[src/rtl/demux16_pkg.sv]
// Shared constants and types for the 16-bit demux router.
package demux16_pkg;

    localparam int unsigned DATA_W  = 16;
    localparam int unsigned MAX_OUT = 16;

    typedef logic [DATA_W-1:0] word_t;

    function automatic logic sel_in_range(input int unsigned sel, input int unsigned n);
        return (sel < n) && (sel < MAX_OUT);
    endfunction

endpackage

[src/rtl/demux16_slot.sv]
// One output channel's single-entry holding register with valid/ready drain.
module demux16_slot
    import demux16_pkg::*;
(
    input  logic  clk,
    input  logic  rst_n,
    input  logic  load,
    input  word_t data_in,
    input  logic  out_ready,
    output logic  out_valid,
    output word_t out_data,
    output logic  can_accept
);

    assign can_accept = !out_valid || out_ready;

    // A load on the same edge as a drain keeps the slot full with the new word.
    always_ff @(posedge clk or negedge rst_n) begin
        if (!rst_n) begin
            out_valid <= 1'b0;
            out_data  <= '0;
        end else if (load) begin
            out_valid <= 1'b1;
            out_data  <= data_in;
        end else if (out_valid && out_ready) begin
            out_valid <= 1'b0;
        end
    end

endmodule

[src/rtl/demux16_router.sv]
// Registered 1-to-NUM_OUT steering of 16-bit words with per-channel holding slots.
// Optional broadcast input enabled by defining DEMUX16_BROADCAST_EN.
module demux16_router
    import demux16_pkg::*;
#(
    parameter int NUM_OUT = 4,
    parameter int SEL_W   = $clog2(NUM_OUT)
) (
    input  logic                        clk,
    input  logic                        rst_n,
    input  logic [DATA_W-1:0]           in_data,
    input  logic [SEL_W-1:0]            in_sel,
    input  logic                        in_valid,
`ifdef DEMUX16_BROADCAST_EN
    input  logic                        in_bcast,
`endif
    output logic                        in_ready,
    output logic [NUM_OUT*DATA_W-1:0]   out_data,
    output logic [NUM_OUT-1:0]          out_valid,
    input  logic [NUM_OUT-1:0]          out_ready,
    output logic                        drop_err
);

    logic [NUM_OUT-1:0] can_acc;
    logic [NUM_OUT-1:0] load;
    logic               sel_ok;
    logic               sel_ready;
    logic               bcast;
    logic               accept;

`ifdef DEMUX16_BROADCAST_EN
    assign bcast = in_bcast;
`else
    assign bcast = 1'b0;
`endif

    assign sel_ok = sel_in_range(32'(in_sel), NUM_OUT);

    always_comb begin
        sel_ready = 1'b0;
        for (int unsigned k = 0; k < NUM_OUT; k++) begin
            if (in_sel == SEL_W'(k)) sel_ready = can_acc[k];
        end
    end

    // Out-of-range selects are always accepted so the producer never stalls on them.
    always_comb begin
        if (bcast)       in_ready = &can_acc;
        else if (sel_ok) in_ready = sel_ready;
        else             in_ready = 1'b1;
    end

    assign accept = in_valid && in_ready;

    always_comb begin
        load = '0;
        for (int unsigned k = 0; k < NUM_OUT; k++) begin
            load[k] = accept && (bcast || (sel_ok && in_sel == SEL_W'(k)));
        end
    end

    always_ff @(posedge clk or negedge rst_n) begin
        if (!rst_n) drop_err <= 1'b0;
        else        drop_err <= accept && !bcast && !sel_ok;
    end

    for (genvar k = 0; k < NUM_OUT; k++) begin : g_slot
        demux16_slot u_slot (
            .clk        (clk),
            .rst_n      (rst_n),
            .load       (load[k]),
            .data_in    (in_data),
            .out_ready  (out_ready[k]),
            .out_valid  (out_valid[k]),
            .out_data   (out_data[k*DATA_W +: DATA_W]),
            .can_accept (can_acc[k])
        );
    end

endmodule

[config.mk]
export PLATFORM = sky130hd
export DESIGN_NAME = demux16_router
export DESIGN_NICKNAME = d
export VERILOG_FILES = /design/src/rtl/demux16_pkg.sv /design/src/rtl/demux16_slot.sv /design/src/rtl/demux16_router.sv
export SDC_FILE = /design/constraint.sdc
export NUM_CORES = 1
export LEC_CHECK = 0
export CORE_UTILIZATION = 49
export CTS_CLUSTER_SIZE = 40
export DETAILED_ROUTE_END_ITERATION = 16
export HOLD_SLACK_MARGIN = 0.03
export PLACE_DENSITY_LB_ADDON = 0.2
export SETUP_SLACK_MARGIN = 0.05
export SYNTH_ARGS = -nofsm -noshare
export SYNTH_HDL_FRONTEND = slang
export SYNTH_HIERARCHICAL = 1
export SYNTH_SLANG_ARGS = --single-unit
[constraint.sdc]
create_clock -name clk -period 2.1 [get_ports clk]
set_input_delay 0.42 -clock clk [delete_from_list [all_inputs] [get_ports clk]]
set_output_delay 0.42 -clock clk [all_outputs]
set_load 0.02 [all_outputs]
==> flow_summary.toml, run 1 <==
[die]
initial_core_util_pct = 51.06
die_area_mm2 = 0.006044
core-area_mm2 = 0.005507
pin_count = 95
dieWidth_um = 77.75
fp.dieH_um = 77.75
rows = 27

[synthesis]
synth_common_cells = "68 x dfrtp_1, 36 x mux2_4, 28 x mux2_2, 8 x nand2b_1"
ys_ff_latch = 68
synthFlopType = "dfrtp_1"
ys_warn_count = 6
async_flop_share_pct = 100.0
syn_area_mm2 = 0.002811
synth_cell_types = 12
ys_top_cells_by_area = "dfrtp_1 61%, mux2_4 19%, mux2_2 11%, buf_12 2.8%, nand2b_1 1.8%"
syn_inst = 155
seq_area_frac_synth_pct = 60.53
syn_nets = 180
synth_edf_count = 0
avgSynthCellArea_um2 = 18.14
yosysMostFrequentCell = "dfrtp_1"
yosysTopAreaCell = "dfrtp_1"
netlist.area_leader.share_pct = 60.53

[route]
viasPerCell = 5.047
vias = 1736
drt-initial-drc-count = 102
drc_errors = 0
first_pass_iters = 4
wl_per_cell_um = 17.10
ant_nets = 0
routed_wl_um = 5883

[critical_path]
crit_chain = "clkdlybuf4s50_1, mux4_2, buf_6"
crit_slowest_cell = "mux4_2"
startpoint_type = "primary input"
worst-setup-path-type = "primary input to output pin"
crit_path_max_incr_delay_ns = 0.53
crit_path_max_fanout = 2
critPathCaptureType = "output pin"
required_ns = 1.68
crit_arrival_ns = 1.62

[cells_and_area]
areaGrowthSynthToFinish_pct = 48.33
antennaDiodeCount = 0
multiInputGateArea_um2 = 992.2
final_core_util_pct = 75.73
n_fill_cell = 348
seq_area_mm2 = 0.001702
nets = 293
drive_above_1_share_pct = 38.97
fin_area_mm2 = 0.004170
instances_no_fill = 344

[placement]
dpl.cell_count = 329
place_area_mm2 = 0.003892
hpwl_um = 4088
gpl.final_weighted_congestion = 0.7489
io_buffers = 93

[timing]
fin_worst_skew_ns = 0.007158
tns_ns = 0
setup_violations = 0
max_freq_mhz = 489.1
fin_crit_ns = 2.045
rsz0062_at_grt = "no"
period_share_pct = 97.36
hold_violations = 0
slew_viol_final = 0

[clock_tree]
cts_tree = "done"
cts_buffer_depth = 2
clkTransAtPathRegs_ns = 0.07
insertion_delay_ns = 0.34
ctsHoldBuffers = 0
clock-sinks = 68
cts_root_buffer = "clkbuf_8"
h-tree-depth = 3
cts_buffers = 9

[job]
maxCapViolations = 0

[grt]
grt_max_degree = 44
grt_antenna_before_repair = 0
grt-ovfl-total = 0
grtUsageTotal_pct = 21.71
first_global_vias = 1870
grt_first_pass_wirelength_um = 9756

[pwr]
powerDensity_mw_per_mm2 = 1087
seqPwrFrac_pct = 38.2
ir_drop_uv = 604.0
p_total_w = 0.004532
p_switching_w = 0.001248
internal_power_w = 0.003284
switching_share_pct = 27.54
p_leak_nw = 1.833
power.share.combinational_pct = 31.0
clkPwrFrac_pct = 30.8

[run_status]
outcome = "finished clean"

[min_path]
hold_class = "primary input to async pin"
-- state kept, by name (all words and copies together), names as in the netlist --
signal and count:
g_slot.u_slot/out_valid 4, g_slot.u_slot/out_data 64
-- critical path, delay by kind of cell --
kind / cells / cell delay, ns
muxes: 1 / 0.53
buffers and inverters: 2 / 0.67
-- power by group through the flow --
stage | logic (W) | clock network (W) | registers, W
final | 0.00141 | 0.00140 | 0.00173
after global routing | 0.00147 | 0.00147 | 0.00176
after global placement | 0.00139 | 0 | 0.00174
after floorplan | 0.000376 | 0 | 0.00206
after CTS | 0.00141 | 0.00142 | 0.00173
after detailed placement | 0.00141 | 0 | 0.00175
-- area by class of cell --
class | count | area share, %
clock buffers | 9 | 2.970
clock inverters | 6 | 3.300
repair buffers | 111 | 26.97
flip-flops and latches | 68 | 40.80
well taps | 72 | 2.160
multi-input cells | 78 | 23.79
-- metrics by stage --
step	worst slack, ns	hold WS [ns]
detailed placement	-0.3387	0.4249
finish	0.05538	0.07042
global route	0.03768	0.07996
CTS	0.06317	0.05830
global placement	-0.2847	0.4249
floorplan	0.5756	0.1244
-- metal layers --
layer | routed length [µm] | global-route usage [%]
met1 | 2643 | 27.94
met2 | 2689 | 33.45
met3 | 402 | 5.765
met4 | 147 | 11.89
met5 | 0 | 0
-- cells in the final DEF (no fill, tap or decap) --
cell and instances:
bufinv_16 4, buf_12 5, conb_1 1, nand2b_4 2
mux2_2 28, buf_4 13, buf_2 1, and4bb_2 1
clkbuf_8 9, buf_6 1, clkinv_4 2, mux2_4 36
and4_2 1, nand2b_1 6, and4b_2 2, mux4_2 1
dfrtp_1 68, clkdlybuf4s50_1 91
-- path summary, 6_finish.rpt --
check | startpoint | endpoint | slack, ns | cells past startpoint
max in group asynchronous | rst_n | g_slot[3].u_slot/out_data[0]$_DFFE_PN0P_ | 1.80 | 2
hold reg to reg | g_slot[0].u_slot/out_data[11]$_DFFE_PN0P_ | g_slot[0].u_slot/out_data[11]$_DFFE_PN0P_ | 0.50 | 1
setup / recovery | in_sel[0] | in_ready | 0.06 | 3
hold / removal | rst_n | g_slot[3].u_slot/out_data[6]$_DFFE_PN0P_ | 0.07 | 2
min in group clk | g_slot[0].u_slot/out_data[11]$_DFFE_PN0P_ | g_slot[0].u_slot/out_data[11]$_DFFE_PN0P_ | 0.50 | 1
setup reg to reg | g_slot[0].u_slot/out_valid$_DFFE_PN0P_ | g_slot[0].u_slot/out_data[1]$_DFFE_PN0P_ | 0.59 | 5
-- timing repair --
item | in CTS | in global routing
setup endpoints to repair | 1 | 1
cloned | 0 | 0
gates resized for setup | 6 | 2
endpoints found under the hold margin | 0 | 0
buffers inserted | 0 | 0
-- cell families after synthesis --
kind of cell	count (synthesis)	share of synthesized area (%)
mux	65	31.24
buf+inv	9	4.718
simple gates	12	3.382
flops	68	60.53
other cells	1	0.1334
Note: power is estimated with default switching activity, not from simulation.
==> run 2: changes to the inputs <==
ABC_AREA = 1   (was default)
==> run 2 against run 1 <==
Final cell count increased by 44%. Largest power group unchanged. Count of clock-buffer cells in the layout grew 4. Clock power decreased by 26%. Utilization shrank 2.9 points. Critical path depth is 5 higher.
==> flow_summary.toml, run 2 <==
[run_status]
outcome = "finished clean"

[grt]
first_global_vias = 2330
grt_first_pass_wirelength_um = 11340
grtUsageTotal_pct = 24.85
grt_max_degree = 39
grt-ovfl-total = 0
grt_antenna_before_repair = 0

[cells_and_area]
final_cell_mix = "193 x nand2_1, 89 x clkdlybuf4s50_1, 68 x dfrtp_1, 13 x nand2_2, 12 x buf_4"
areaGrowthSynthToFinish_pct = 42.79
antennaDiodeCount = 0
fin_area_mm2 = 0.004013
largest_registers = "g_slot.u_slot/out_data (64), g_slot.u_slot/out_valid (4)"
n_fill_cell = 436
layout_commonest_cell = "nand2_1"
drive_above_1_share_pct = 11.35
nets = 444
regMostFlops = "g_slot.u_slot/out_data"
largest_reg_flops = 64

[route]
drc_errors = 0
drt-initial-drc-count = 147
first_pass_iters = 4
highest_layer = "met4"
vias = 2353
wl_met1_um = 3011
routed-wl-met2_um = 3259
ant_nets = 0
wl_met3_um = 376
wl_per_cell_um = 13.61
viasPerCell = 4.754
routed_wl_um = 6737

[clock_tree]
h-tree-depth = 3
cts_root_buffer = "clkbuf_8"
ctsHoldBuffers = 0
insertion_delay_ns = 0.34
cts_buffer_depth = 2
postCtsSetupBuffers = 0
cts_tree = "done"
cts_buffers = 9
clkTransAtPathRegs_ns = 0.07
clock-sinks = 68

[synthesis]
yosysTopAreaCell = "dfrtp_1"
avgSynthCellArea_um2 = 9.007
synth_common_cells = "193 x nand2_1, 68 x dfrtp_1, 13 x nand2_2, 11 x inv_1"
synthFlopType = "dfrtp_1"
netlist.area_leader.share_pct = 60.55
seq_area_frac_synth_pct = 60.55
synth_edf_count = 0
syn_inst = 312
async_flop_share_pct = 100.0
ys_ff_latch = 68
ys_warn_count = 6
synth_cell_types = 15
syn_area_mm2 = 0.002810
yosysMostFrequentCell = "nand2_1"
syn_nets = 337
ys_top_cells_by_area = "dfrtp_1 61%, nand2_1 26%, nand2_2 2.9%, buf_8 2.1%, clkbuf_8 2.0%"

[critical_path]
crit_arrival_ns = 1.45
worst-setup-path-type = "primary input to output pin"
reg2reg_depth = 12
reg2reg_to = "g_slot[0].u_slot/out_data[11]$_DFFE_PN0P_"
crit_path_max_fanout = 2
timing.rr.start = "g_slot[1].u_slot/out_valid$_DFFE_PN0P_"
startpoint_type = "primary input"
critPathCaptureType = "output pin"
r2r_slack_ns = 0.53
required_ns = 1.68

[placement]
io_buffers = 93
place_area_mm2 = 0.003829
hpwl_um = 4865
gpl.final_weighted_congestion = 0.8160

[pwr]
powerDensity_mw_per_mm2 = 971.7
p_leak_nw = 2.103
ir_drop_uv = 588.4
p_total_w = 0.003899

[timing]
hold_violations = 0
setup_violations = 0
rsz0062_at_grt = "no"
fin_worst_skew_ns = 0.006442
slew_viol_final = 0
max_freq_mhz = 535.6
period_share_pct = 88.91
fin_hold_ws_ns = 0.1133
fin_crit_ns = 1.867

[min_path]
hold_class = "primary input to async pin"

[die]
pin_count = 95
fp.dieH_um = 77.73
core-area_mm2 = 0.005507
die_area_mm2 = 0.006042
initial_core_util_pct = 51.03
rows = 27
dieWidth_um = 77.73

[job]
maxCapViolations = 0
-- run 2: final cells by class --
class / instances / area, µm² / share of cell area (%)
clock buffer: 13 / 148.9 / 3.711
multi-input combinational: 216 / 854.6 / 21.30
inverter: 15 / 86.33 / 2.152
timing repair buffer: 109 / 1096 / 27.32
sequential: 68 / 1702 / 42.41
clock inverter: 2 / 35.03 / 0.8731
tap: 72 / 90.09 / 2.245
-- run 2: power by group --
part           leakage [nW]  total, W  internal (W)  switching, W
logic                  1.16   0.00118      0.000559      0.000623
clock network        0.0935   0.00103      0.000574      0.000460
registers             0.850   0.00168       0.00154      0.000139
-- run 2: worst max-delay path, stage by stage --
cell,delay (ns)
clkdlybuf4s50_1,0.45
inv_1,0.04
nand2_1,0.06
inv_1,0.04
nand3_1,0.07
nand2_1,0.06
nor2_2,0.13
buf_2,0.18
-- run 2: kinds of logic after synthesis --
kind of cell	Yosys count	synth area share [%]
and+or+nand+nor	215	30.28
DFF	68	60.55
buffers and inverters	28	9.038
other	1	0.1334
-- run 2: routing by layer --
metal  vias to the layer above  track usage [%]
met1                      1136            33.80
met3                        10            4.706
li1                       1143                -
met4                         0            10.75
met5                         -                0
met2                        64            38.94
-- run 2: timing repair --
item	CTS	global route
gates resized for setup	3	3
cloned	0	0
setup endpoints to repair	1	1
-- run 2: metrics by stage --
stage	utilization, %	cells	setup WS [ns]	setup TNS (ns)
floorplan	-	312	0.4111	0
global placement	69.53	480	-0.1970	-0.1970
detailed placement	69.53	480	-0.2717	-2.308
CTS	72.89	495	0.05890	0
global route	72.87	495	0.1484	0
finish	72.87	495	0.2329	0
-- run 2: worst max path at each step --
stage	from	to	depth (start not counted)
final	out_ready[1]	in_ready	8
after global routing	out_ready[1]	in_ready	8
after CTS	in_sel[1]	in_ready	6
after detailed placement	in_sel[1]	in_ready	6
after global placement	in_sel[1]	in_ready	6
after floorplan	g_slot[3].u_slot/out_valid$_DFFE_PN0P_	g_slot[0].u_slot/out_data[2]$_DFFE_PN0P_	12
==> patch: new RTL, flow settings as in run 2 <==
Build with the macro `DEMUX16_BROADCAST_EN` defined.
--- a/src/rtl/demux16_router.sv
+++ b/src/rtl/demux16_router.sv
@@ -2,2 +2,4 @@
 // Optional broadcast input enabled by defining DEMUX16_BROADCAST_EN.
+`define DEMUX16_BROADCAST_EN
+
 module demux16_router
Interface: changed (added in_bcast); port bits go from 95 to 96. The function was not compared with the original's and may differ.
==> patch against run 2 <==
Non-clock buffer count down 6; design area up 0.78%; wire length up 0.89%; sequential cell count unchanged; area after synthesis up 0.80%; total power up 25%; largest cell class unchanged; count of clock-buffer cells in the layout down 1; core utilization up 0.12 points; setup slack worse by 72 ps; highest routed layer unchanged; synthesized cell count up 2.6%; register-to-register slack better by 40 ps.
==> patch: results (changes against run 2) <==
| Metric | Value |
|---|---|
| Syn nets | `346 (+2.7%)` |
| First-pass GRT wire length | `11,100 microns (-2.4%)` |
| Max IR drop VDD | `0.000572 V (-2.8%)` |
| Non-Filler Instances | `498 (+0.61%)` |
| Syn avg cell area | `8.85 sq um (-1.7%)` |
| Hold_ws | `99.4 ps (-13.8 ps)` |
| Layout cell share with drive strength beyond 1 | `0.110 (-0.00315)` |
| Input/output buffers | `94 (+1.1%)` |
| DR vias | `2,361 (+0.34%)` |
| Metal2 WL | `3390 microns (+4.1%)` |
| Top cells by count, synth | `200 x nand2_1, 68 x dfrtp_1, 15 x inv_1, 13 x nand2_2` |
| Status | `completed` |
| Wire length on met1 | `2940 microns (-2.2%)` |
| WP data arrival | `1520 ps (+70 ps)` |
| Clock skew | `5.67 ps (-0.770 ps)` |
| R2R depth | `11 (-1)` |
| HPWL Detailed | `4660 microns (-4.3%)` |
| Top post-synthesis cells by area | `dfrtp_1 60%, nand2_1 27%, nand2_2 2.9%` |
| Worst r2r src | `g_slot[3].u_slot/out_valid` |
| Worst flop-to-flop path endpoint | `g_slot[3].u_slot/out_data[3]` |
| Leakage | `2.11 nW (+0.53%)` |
| Dpl cells | `482 (+0.42%)` |
| Reg2Reg Setup Slack | `570 ps (+40 ps)` |
| Met3 routed WL | `342 microns (-9.0%)` |
| Register area share after synthesis | `0.601 (-0.00481)` |
| GRT Util Overall | `0.244 (-0.00486)` |
| Final #Nets | `447 (+0.68%)` |
| WL final | `6800 microns (+0.89%)` |
| Vias in the first global route | `2,216 (-4.9%)` |
==> patch: changes by cell type in the layout (fill, tap and decap cells not counted), moves of 2 or more <==
cell and delta:
nor2_1 -4, nand2_1 +7, nor2_2 +4, clkdlybuf4s50_1 +3
inv_1 +4, buf_4 -8, nand3_1 -2, dlymetal6s2s_1 -2
==> patch: repair_timing <==
action,in CTS,in global routing
gates cloned,0,0
gates resized for setup,3,1
hold buffers,0,0
pin swaps,0,0
hold endpoints to repair,0,0
setup endpoints to repair,1,1
==> patch: area by class of cell <==
| type | instances | area, sq um | area share |
|---|---|---|---|
| multi-input cells | 220 | 872 | 0.216 |
| repair buffers | 103 | 1060 | 0.262 |
| well taps | 72 | 90.1 | 0.0223 |
| clock buffers | 12 | 145 | 0.0359 |
| flip-flops and latches | 68 | 1700 | 0.421 |
| clock inverters | 4 | 72.6 | 0.0179 |
| inverters | 19 | 101 | 0.0251 |
==> patch: cell families (layout without fill, tap and decap cells) <==
| family | count (synthesis) | in the layout | synth area share |
|---|---|---|---|
| flip-flops | 68 | 68 | 0.601 |
| AO/OA/AOI/OAI | 1 | 1 | 0.00177 |
| buffers and inverters | 32 | 138 | 0.0950 |
| AND/OR/NAND/NOR | 218 | 218 | 0.301 |
| other | 1 | 1 | 0.00132 |
==> patch: report_power, final <==
part / leakage (nW) / internal (mW) / switching, mW
Combinational: 1.16 / 0.841 / 0.962
Clock: 0.107 / 0.700 / 0.491
Sequential: 0.843 / 1.66 / 0.210
Total: 2.11 / 3.20 / 1.66
==> patch: how the worst max path moves through the flow <==
stage | startpoint | endpoint | cells past startpoint | slack, ps
2_1_floorplan | in_bcast | g_slot[0].u_slot/out_data[2] | 12 | 420
3_3_place_gp | in_sel[0] | in_ready | 8 | -260
3_5_place_dp | in_sel[0] | in_ready | 8 | -290
4_1_cts | in_sel[0] | in_ready | 8 | 60
5_1_grt | in_sel[0] | in_ready | 8 | 70
6_report | in_sel[0] | in_ready | 8 | 160
==> patch: layer usage <==
metal,track usage,vias to the layer above
met5,0,-
met2,0.399,66
met1,0.315,1138
met4,0.100,0
li1,-,1145
met3,0.0558,12
==> patch: worst max-delay path, cell delays in order <==
cell,delay [ps]
clkdlybuf4s50_1,510
inv_1,50
nand2_1,50
nand2_1,60
nand2_1,60
nand2_1,50
nor2_2,130
buf_2,180
==> patch: metrics by stage <==
step / area [sq um] / setup slack (ps)
after global placement: 3830 / -263
after floorplan: 2830 / 416
after detailed placement: 3830 / -290
after global routing: 4040 / 66.6
final: 4040 / 161
after CTS: 4050 / 56.4
